===== src/rtl/regfile_wb_arbiter.sv =====
// regfile_wb_arbiter: shares the register-file write port between the
// pipeline WB stage (priority) and a FIFO of long-latency aux results.
// Params: DEPTH (aux FIFO entries, pow2), MAX_WAIT (starvation limit).
// Ports:
//   clk, rst                  clock, sync active-high reset
//   pipe_wen/wa/wd            pipeline writeback request
//   pipe_stall                one-cycle WB freeze while aux drains
//   aux_valid/wa/wd, aux_ready  aux write source (valid/ready)
//   chk_ra1/ra2/wa, hazard    decode check against pending aux writes
//   Wen/Wa/Wd                 register file write port
// Optional: `define RF_ARB_STATS_EN adds stat_force/stat_defer counters.
module regfile_wb_arbiter #(
  parameter int DEPTH    = 4,
  parameter int MAX_WAIT = 8
) (
  input  logic        clk,
  input  logic        rst,
  input  logic        pipe_wen,
  input  logic [4:0]  pipe_wa,
  input  logic [31:0] pipe_wd,
  output logic        pipe_stall,
  input  logic        aux_valid,
  input  logic [4:0]  aux_wa,
  input  logic [31:0] aux_wd,
  output logic        aux_ready,
  input  logic [4:0]  chk_ra1,
  input  logic [4:0]  chk_ra2,
  input  logic [4:0]  chk_wa,
  output logic        hazard,
`ifdef RF_ARB_STATS_EN
  output logic [15:0] stat_force,
  output logic [15:0] stat_defer,
`endif
  output logic        Wen,
  output logic [4:0]  Wa,
  output logic [31:0] Wd
);

  localparam int AW = (DEPTH > 1) ? $clog2(DEPTH) : 1;
  localparam int CW = AW + 1;

  typedef enum logic [1:0] {
    IDLE,
    PEND,
    FORCE
  } state_t;

  state_t        state_q;
  logic [AW-1:0] rd_ptr;
  logic [AW-1:0] wr_ptr;
  logic [CW-1:0] count;
  logic [CW-1:0] count_n;
  logic [7:0]    wait_q;
  logic [4:0]    mem_wa [DEPTH];
  logic [31:0]   mem_wd [DEPTH];

  logic full;
  logic empty;
  logic pipe_req;
  logic in_force;
  logic pop;
  logic push;
  logic hz;

  assign full     = (count == CW'(DEPTH));
  assign empty    = (count == '0);
  assign pipe_req = pipe_wen && (pipe_wa != '0);
  assign in_force = (state_q == FORCE);

  // During FORCE the head wins even over a live pipe write.
  assign pop  = !rst && !empty && (in_force || !pipe_req);
  // Full refuses a push even if a pop frees a slot this cycle.
  // x0 writes are acknowledged but dropped.
  assign push = !rst && aux_valid && !full && (aux_wa != '0);

  assign aux_ready  = !rst && !full;
  assign pipe_stall = !rst && in_force;
  assign hazard     = !rst && hz;

  always_comb begin
    count_n = count;
    unique case ({push, pop})
      2'b10:   count_n = count + CW'(1);
      2'b01:   count_n = count - CW'(1);
      default: count_n = count;
    endcase
  end

  always_comb begin
    Wen = 1'b0;
    Wa  = '0;
    Wd  = '0;
    if (pop) begin
      Wen = 1'b1;
      Wa  = mem_wa[rd_ptr];
      Wd  = mem_wd[rd_ptr];
    end else if (!rst && pipe_req) begin
      Wen = 1'b1;
      Wa  = pipe_wa;
      Wd  = pipe_wd;
    end
  end

  // Head entry still counts while popping (conservative).
  always_comb begin
    logic [AW-1:0] idx;
    logic [4:0]    ewa;
    hz  = 1'b0;
    idx = '0;
    ewa = '0;
    for (int i = 0; i < DEPTH; i++) begin
      idx = rd_ptr + AW'(i);
      ewa = mem_wa[idx];
      if (CW'(i) < count) begin
        if ((chk_ra1 != '0 && ewa == chk_ra1) ||
            (chk_ra2 != '0 && ewa == chk_ra2) ||
            (chk_wa  != '0 && ewa == chk_wa))
          hz = 1'b1;
      end
    end
  end

  always_ff @(posedge clk) begin
    if (rst) begin
      rd_ptr  <= '0;
      wr_ptr  <= '0;
      count   <= '0;
      wait_q  <= '0;
      state_q <= IDLE;
    end else begin
      if (push) begin
        mem_wa[wr_ptr] <= aux_wa;
        mem_wd[wr_ptr] <= aux_wd;
        wr_ptr         <= wr_ptr + AW'(1);
      end
      if (pop)
        rd_ptr <= rd_ptr + AW'(1);
      count <= count_n;

      unique case (state_q)
        IDLE: begin
          wait_q  <= '0;
          state_q <= (count_n != '0) ? PEND : IDLE;
        end
        PEND: begin
          if (count_n == '0) begin
            wait_q  <= '0;
            state_q <= IDLE;
          end else if (pop) begin
            wait_q  <= '0;
          end else if (wait_q == 8'(MAX_WAIT)) begin
            state_q <= FORCE;
          end else begin
            wait_q  <= wait_q + 8'd1;
          end
        end
        FORCE: begin
          wait_q  <= '0;
          state_q <= (count_n != '0) ? PEND : IDLE;
        end
        default: begin
          wait_q  <= '0;
          state_q <= IDLE;
        end
      endcase
    end
  end

`ifdef RF_ARB_STATS_EN
  always_ff @(posedge clk) begin
    if (rst) begin
      stat_force <= '0;
      stat_defer <= '0;
    end else begin
      if (in_force && stat_force != 16'hFFFF)
        stat_force <= stat_force + 16'd1;
      if (!empty && pipe_req && !in_force &&
          stat_defer != 16'hFFFF)
        stat_defer <= stat_defer + 16'd1;
    end
  end
`endif

endmodule


===== config.mk =====
export PLATFORM = sky130hd
export DESIGN_NAME = regfile_wb_arbiter
export DESIGN_NICKNAME = d
export VERILOG_FILES = /design/src/rtl/regfile_wb_arbiter.sv
export SDC_FILE = /design/constraint.sdc
export NUM_CORES = 1
export LEC_CHECK = 0
export CAP_MARGIN = 20
export CORE_AREA = 2 2 138 140
export DETAILED_ROUTE_END_ITERATION = 12
export DIE_AREA = 0 0 140 142
export HOLD_SLACK_MARGIN = 0.15
export PLACE_DENSITY = 0.7
export SLEW_MARGIN = 10
export SYNTH_ARGS = -nofsm -noshare
export SYNTH_HDL_FRONTEND = slang
export SYNTH_SLANG_ARGS = --single-unit
export TNS_END_PERCENT = 50

===== constraint.sdc =====
create_clock -name clk -period 5.9 [get_ports clk]
set_clock_uncertainty 0.15 [all_clocks]
set_input_delay 0.59 -clock clk [delete_from_list [all_inputs] [get_ports clk]]
set_output_delay 0.59 -clock clk [all_outputs]
set_load 0.01 [all_outputs]

[Yosys cells after proc, flatten, opt, wreduce, memory -nomap -nowiden]
Memories as Yosys holds them, arrays and structs flattened. A register that Yosys moved wholly into a read port is not among the register bits.
Cells that the tools add are included.
Word-level totals
  bits of input ports: 93
  memory bits (writable): 148
  word-level logic and storage cells: 113
  output and inout port bits: 41
  bits in registers: 17
  memories: 2
Memory list
  mem_wd: words 4, bits a word 32, read ports 1, clocked after Yosys merged registers in 1, write ports 1, RTL line 55  | logic [31:0] mem_wd [DEPTH];
  mem_wa: words 4, bits a word 5, read ports 4, clocked after Yosys merged registers in 1, write ports 1, RTL line 54  | logic [4:0] mem_wa [DEPTH];
Operators by class
  order comparisons: 4
  multiplexer cells: 27
  eq/ne operators: 20
  reductions and logical operators: 47
  bitwise logic cells: 1
  add/sub/neg operators: 7
Operators with widths (number)
  two-way mux 32 bit: 2
  == test 5 bit: 12
  nonzero test 5 bit: 5
  logical AND 1 bit: 22
  two-way mux 1 bit: 14
  two-way mux 2 bit: 7
  two-way mux 5 bit: 2
  logical OR 1 bit: 9
  adder 8 x 1 -> 8 bit, second input constant: 1
  == test 8 x 4 -> 1 bit, second input constant: 1
  logical NOT 3 bit: 2
  < comparator 1 x 3 -> 1 bit, first input constant: 2
  < comparator 2 x 3 -> 1 bit, first input constant: 2
  != test 3 bit, second input constant: 2
  case mux 3 bit (2 select lines): 1
  adder 2 x 1 -> 2 bit, second input constant: 2
  adder 2 bit, second input constant: 2
  == test 2 x 1 -> 1 bit, second input constant: 2
  == test 2 bit, second input constant: 2
  logical NOT 1 bit: 4
  case mux 2 bit (2 select lines): 1
  OR reduction 4 bit: 1
  adder 3 x 1 -> 3 bit, second input constant: 1
  == test 3 bit, second input constant: 1
  6 further kinds: 6

[Longest topological paths before layout]
  depth after elaboration: 13
  mapped depth: 14
  gate-level depth less buffers: 13

[Worst setup path after synthesis]
No wires, ideal clock.
  path type: input -> register
  start: input port pipe_wa[0]
  end: register wait_q[2]
  arrival time: 3.274 ns
  cell stages on the path: 11
  setup slack: 2.412 ns
  library setup time: 0.064 ns
  required time: 5.686 ns
  path buffers: 2
  cells stage by stage: or4_1 o21ai_0 o21a_1 buf_1 ha_1 clkbuf_1 a21oi_1 o21ai_0 a2111o_1 nand2b_1 nor2_1
On the way
  longest elaborated chain between the ends: 9
  elaborated cells on any way between the ends: 10
  classes of those cells: eq/ne: 2; mux: 1; reduce/logical: 7
Ends and longest elaborated chain
  start: declaration: RTL line 19  | input logic [4:0] pipe_wa,
  nonzero test 5 bit (*): RTL line 67  | assign pipe_req = pipe_wen && (pipe_wa != '0);
  logical AND 1 bit (*): RTL line 67
  logical NOT 1 bit (*): RTL line 71  | assign pop = !rst && !empty && (in_force || !pipe_req);
  logical OR 1 bit (*): RTL line 71
  logical AND 1 bit (*): RTL line 71
  == test 2 x 1 -> 1 bit / == test 2 bit (equally long branches): RTL line 82  | unique case ({push, pop})
  case mux 3 bit (2 select lines): RTL line 82
  logical NOT 3 bit: RTL line 146  | if (count_n == '0) begin
  OR reduction 4 bit (no source line) (*)
  end signal: assignment: RTL line 154  | wait_q <= wait_q + 8'd1;
  end: declaration: RTL line 53  | logic [7:0] wait_q;
Every way passes the cells marked *; elsewhere a longest branch is shown, timed or not.
A chain may end at the register's enable or synchronous reset.

[Worst setup path in the final report]
  start: register rd_ptr[0]
  end: output port hazard
On the way
  longest elaborated chain between the ends: 13
  elaborated cells on any way between the ends: 35
  classes of those cells: add/sub: 3; eq/ne: 9; mux: 6; reduce/logical: 16; memory: 1
Ends and longest elaborated chain
  start: declaration: RTL line 49  | logic [AW-1:0] rd_ptr;
  start signal: assignment: RTL line 137  | rd_ptr <= rd_ptr + AW'(1);
  adder 2 x 1 -> 2 bit: RTL line 112  | idx = rd_ptr + AW'(i);
  memory read (4 x 5 bit) (*)
  == test 5 bit, on equally long branches: RTL line 115, 116
  logical AND 1 bit, on equally long branches: RTL line 115, 116
  logical OR 1 bit: RTL line 115  | if ((chk_ra1 != '0 && ewa == chk_ra1) ||
  logical OR 1 bit: RTL line 116  | (chk_ra2 != '0 && ewa == chk_ra2) ||
  two-way mux 1 bit: RTL line 115
  two-way mux 1 bit: RTL line 114  | if (CW'(i) < count) begin
  two-way mux 1 bit: RTL line 115
  two-way mux 1 bit: RTL line 114
  two-way mux 1 bit: RTL line 115
  two-way mux 1 bit (*): RTL line 114
  logical AND 1 bit (*): RTL line 78  | assign hazard = !rst && hz;
  end: declaration: RTL line 29  | output logic hazard,
Marked as above.

==> run_results.csv <==
group,metric,value,unit
outcome,status,"finished, violations left",
outcome,failed_checks,"design-rule violations",
clock_tree,cts_buffer_depth,2,
global_route,antenna_found_initial,0,
yosys,yosysUniqueCellTypes,46,
floorplan,design.core.area,0.0185,sq mm
global_route,overflow,0,
worst_setup_path,crit_buf_inv,2,
clock_tree,htreeDepth,4,
sta,finalSetupViolCount,0,
yosys,synth-edff-count,148,
yosys,syn-num-nets,692,
worst_setup_path,cp-start-kind,"flop",
placement,io_buffer_count,133,
power,fin_total_pwr,0.00268,W
worst_setup_path,crit_type,"flop to output pin",
cells_and_area,layout-drive-gt1-share,13.3,%
clock_tree,clkLatencyLatePin,0.41,ns
clock_tree,clockRootBuffer,"clkbuf_16",
sta,slew_headroom,29.1,%
sta,worstMarginPinSlew,1.06,ns
cells_and_area,multi_input_area,0.00311,sq mm
placement,dp_cells,922,
hold_path,hp-start,"wait_q[7]",
cells_and_area,area_delta_synth_final,25.2,%
hold_path,min_path_type,"flop to flop",
placement,place_hpwl,12200,um
power,pwr-share-seq,50.0,%
global_route,grt_pass1_vias,5467,
global_route,grt_pass1_wl,29000,um
sta,drv_slew,0,
cells_and_area,antenna_cells,0,
power,power_switching,0.000635,W
worst_setup_path,crit_chain,"buf_4 > mux4_2 > xor2_1 > nor4_1 > o2111a_1 > a31oi_1 > and4_4 > a31oi_1 > clkdlybuf4s50_1",
hold_path,hold_path_end,"wait_q[7]",
cells_and_area,final_nets,812,
power,p_clk_share,37.6,%
worst_setup_path,r2r-end,"wait_q[5]",
routing,vias_per_cell,5.45,
routing,vias,5196,
sta,max_freq,217,MHz
clock_tree,clkTransAtPathRegs,0.07,ns
power,p_int,0.00204,W
worst_setup_path,critical-path-top-delay-family,"buffers and inverters",
clock_tree,numCtsBuffers,17,
sta,rsz0062_at_grt,"no",
sta,period_needed,4.62,ns
yosys,synth-simple-area-share,10.8,%
yosys,ys_warn_count,0,
yosys,synth-adder-area-share,1.84,%
worst_setup_path,ff2ff_path_depth,12,
routing,firstDrtPassIters,8,
yosys,synth_xor_area_share,6.98,%
worst_setup_path,crit_arrival,3.88,ns
routing,drt_iter0_drc,266,
power,p_leak,3.41,nW
routing,wire_per_inst,19.3,um
worst_setup_path,critPathCaptureType,"output pin",
cells_and_area,register_area,0.00483,sq mm
worst_setup_path,cp_max_fo,13,
routing,postRouteAntennaNets,0,
floorplan,die_width,140,um
clock_tree,post-cts-setup-buffer-count,0,
floorplan,die_h,142,um
yosys,synth.ff_latch_count,167,
sta,min_period_over_period,78.2,%
run,max_cap_viol_count,0,
yosys,synth.mux.area_fraction,15.3,%
floorplan,die_area,0.0199,sq mm
sta,tns,0,ns
yosys,syn-instance-count,587,
power,comb_power_share,12.4,%
global_route,track_usage,19.1,%
sta,hold_violations,0,
yosys,synth_top_family_by_area,"multiplexers",
global_route,grt_max_degree,40,
clock_tree,cts_sinks,167,
floorplan,row_count,50,
clock_tree,cts_tree,"built",
worst_setup_path,cp_slowest_stage_delay,0.76,ns
yosys,avgSynthCellArea,13.9,sq um
power,ir_drop,0.200,mV
worst_setup_path,crit_slowest_cell,"dfxtp_1",
worst_setup_path,required,5.16,ns
yosys,synth_compound_area_share,3.01,%
floorplan,start_util,44.2,%
routing,finalWirelength,18400,um
power,power_density,262,mW/mm^2
placement,globalplace.congestion,0.861,
clock_tree,post_cts_resized,0,
cells_and_area,fin_cells,954,
routing,drc,7,
power,switching_share,23.7,%
yosys,syn-cell-area,0.00815,sq mm
yosys,seq_area_frac_synth,59.2,%
worst_setup_path,rrSetupSlack,2.30,ns
worst_setup_path,rr_startpoint,"count[0]",
cells_and_area,nFillCells,1446,
yosys,ys.flop_type,"edfxtp_1",
clock_tree,holdBufCountCts,0,
yosys,async_flop_share,0,%
floorplan,pin_count,134,
hold_path,holdPathStages,2,
worst_setup_path,crit_top_cell,"a31oi_1",
## layer usage
| layer | part of all wire, % | global-route usage [%] | wire (um) |
|---|---|---|---|
| met1 | 42 | 23.4 | 7640 |
| met2 | 52 | 34.1 | 9530 |
| met3 | 5.2 | 3.94 | 960 |
| met4 | 1.3 | 6.49 | 235 |
| met5 | 0 | 0 | 0 |
## registers in the layout (all words and copies together) (netlist names), named ones only
signal	count
wait_q	8
count	3
mem_wa	20
state_q	2
mem_wd	128
rd_ptr	2
wr_ptr	2
## power groups by stage
stage	Sequential (W)	Clock [W]	Combinational, W
finish	0.00134	0.00101	0.000331
detailed placement	0.00136	0	0.000332
CTS	0.00134	0.00103	0.000334
global route	0.00134	0.00107	0.000360
floorplan	0.00135	0	0.000184
global placement	0.00136	0	0.000327
## cell usage after synthesis (2+ instances only)
cell type / instances / area (sq um)
ha_1: 12 / 150
dfxtp_1: 19 / 380
buf_2: 5 / 25.0
edfxtp_1: 148 / 4440
and2_1: 6 / 37.5
or3_1: 2 / 12.5
nor3_1: 4 / 20.0
xor2_1: 35 / 307
o21ai_0: 8 / 40.0
a211o_1: 2 / 17.5
and3_1: 3 / 18.8
nand2b_1: 3 / 18.8
xnor2_1: 30 / 263
a21oi_1: 11 / 55.1
nor2_1: 21 / 78.8
buf_1: 6 / 22.5
a211oi_1: 2 / 15.0
buf_6: 3 / 33.8
inv_1: 18 / 67.6
clkbuf_1: 22 / 82.6
nand3_1: 48 / 240
or4_1: 2 / 15.0
mux2i_1: 8 / 80.1
mux4_2: 50 / 1130
nor4_1: 11 / 68.8
nand2_1: 83 / 312
nand4_1: 2 / 12.5
nor2b_1: 3 / 18.8
a31oi_1: 3 / 18.8
## placed cells by master, fill, tap and decap left out, types with 3 or more instances in the layout
cell type	instances
clkdlybuf4s50_1	133
a31oi_1	3
nand3_1	48
nor2b_1	3
inv_6	5
edfxtp_1	148
a21oi_1	11
dfxtp_1	17
nand2_1	83
and3_1	3
nand2b_1	3
clkinv_4	3
clkinvlp_4	4
xnor2_1	30
o21ai_0	8
mux4_2	50
mux2i_1	8
nor4_1	11
nor2_1	20
inv_1	18
ha_1	12
nor3_1	4
xor2_1	35
buf_4	4
clkbuf_16	17
and2_2	4
## worst min-delay path, stage by stage (launching register included)
cell,delay [ns]
dfxtp_1,0.34
xor2_1,0.07
nor2_1,0.07
## stage by stage
step | hold WS (ns) | instance area [sq um] | setup slack [ns] | utilization, %
3_5_place_dp | 0.349 | 9660 | 1.35 | 52.3
5_1_grt | 0.407 | 10200 | 1.09 | 55.3
2_1_floorplan | 0.322 | 8150 | 2.41 | -
3_3_place_gp | 0.342 | 9660 | 1.49 | 52.3
6_report | 0.363 | 10200 | 1.28 | 55.3
4_1_cts | 0.372 | 10200 | 1.20 | 55.3
## logic make-up after synthesis
logic type	after synthesis
AND/OR/NAND/NOR	191
flip-flops	167
XOR/XNOR	65
multiplexers	60
buffers and inverters	55
AO/OA/AOI/OAI	37
adder cells (fa/ha/maj)	12
## worst max path at each step
stage	from	endpoint	slack, ns	depth (start not counted)
2_1_floorplan	pipe_wa[0]	wait_q[2]	2.41	11
3_3_place_gp	pipe_wa[0]	wait_q[5]	1.49	13
3_5_place_dp	pipe_wa[0]	wait_q[5]	1.35	13
4_1_cts	rd_ptr[0]	hazard	1.20	8
5_1_grt	rd_ptr[0]	hazard	1.09	9
6_report	rd_ptr[0]	hazard	1.28	9
## cell type report
| class | instances | area share (%) |
|---|---|---|
| clock buffer | 18 | 4.21 |
| clock inverter | 14 | 1.13 |
| inverter | 19 | 0.699 |
| multi-input combinational | 365 | 30.4 |
| sequential | 167 | 47.3 |
| tap | 234 | 2.87 |
| timing repair buffer | 137 | 13.3 |
No activity file was read; power rests on OpenSTA's default activity.
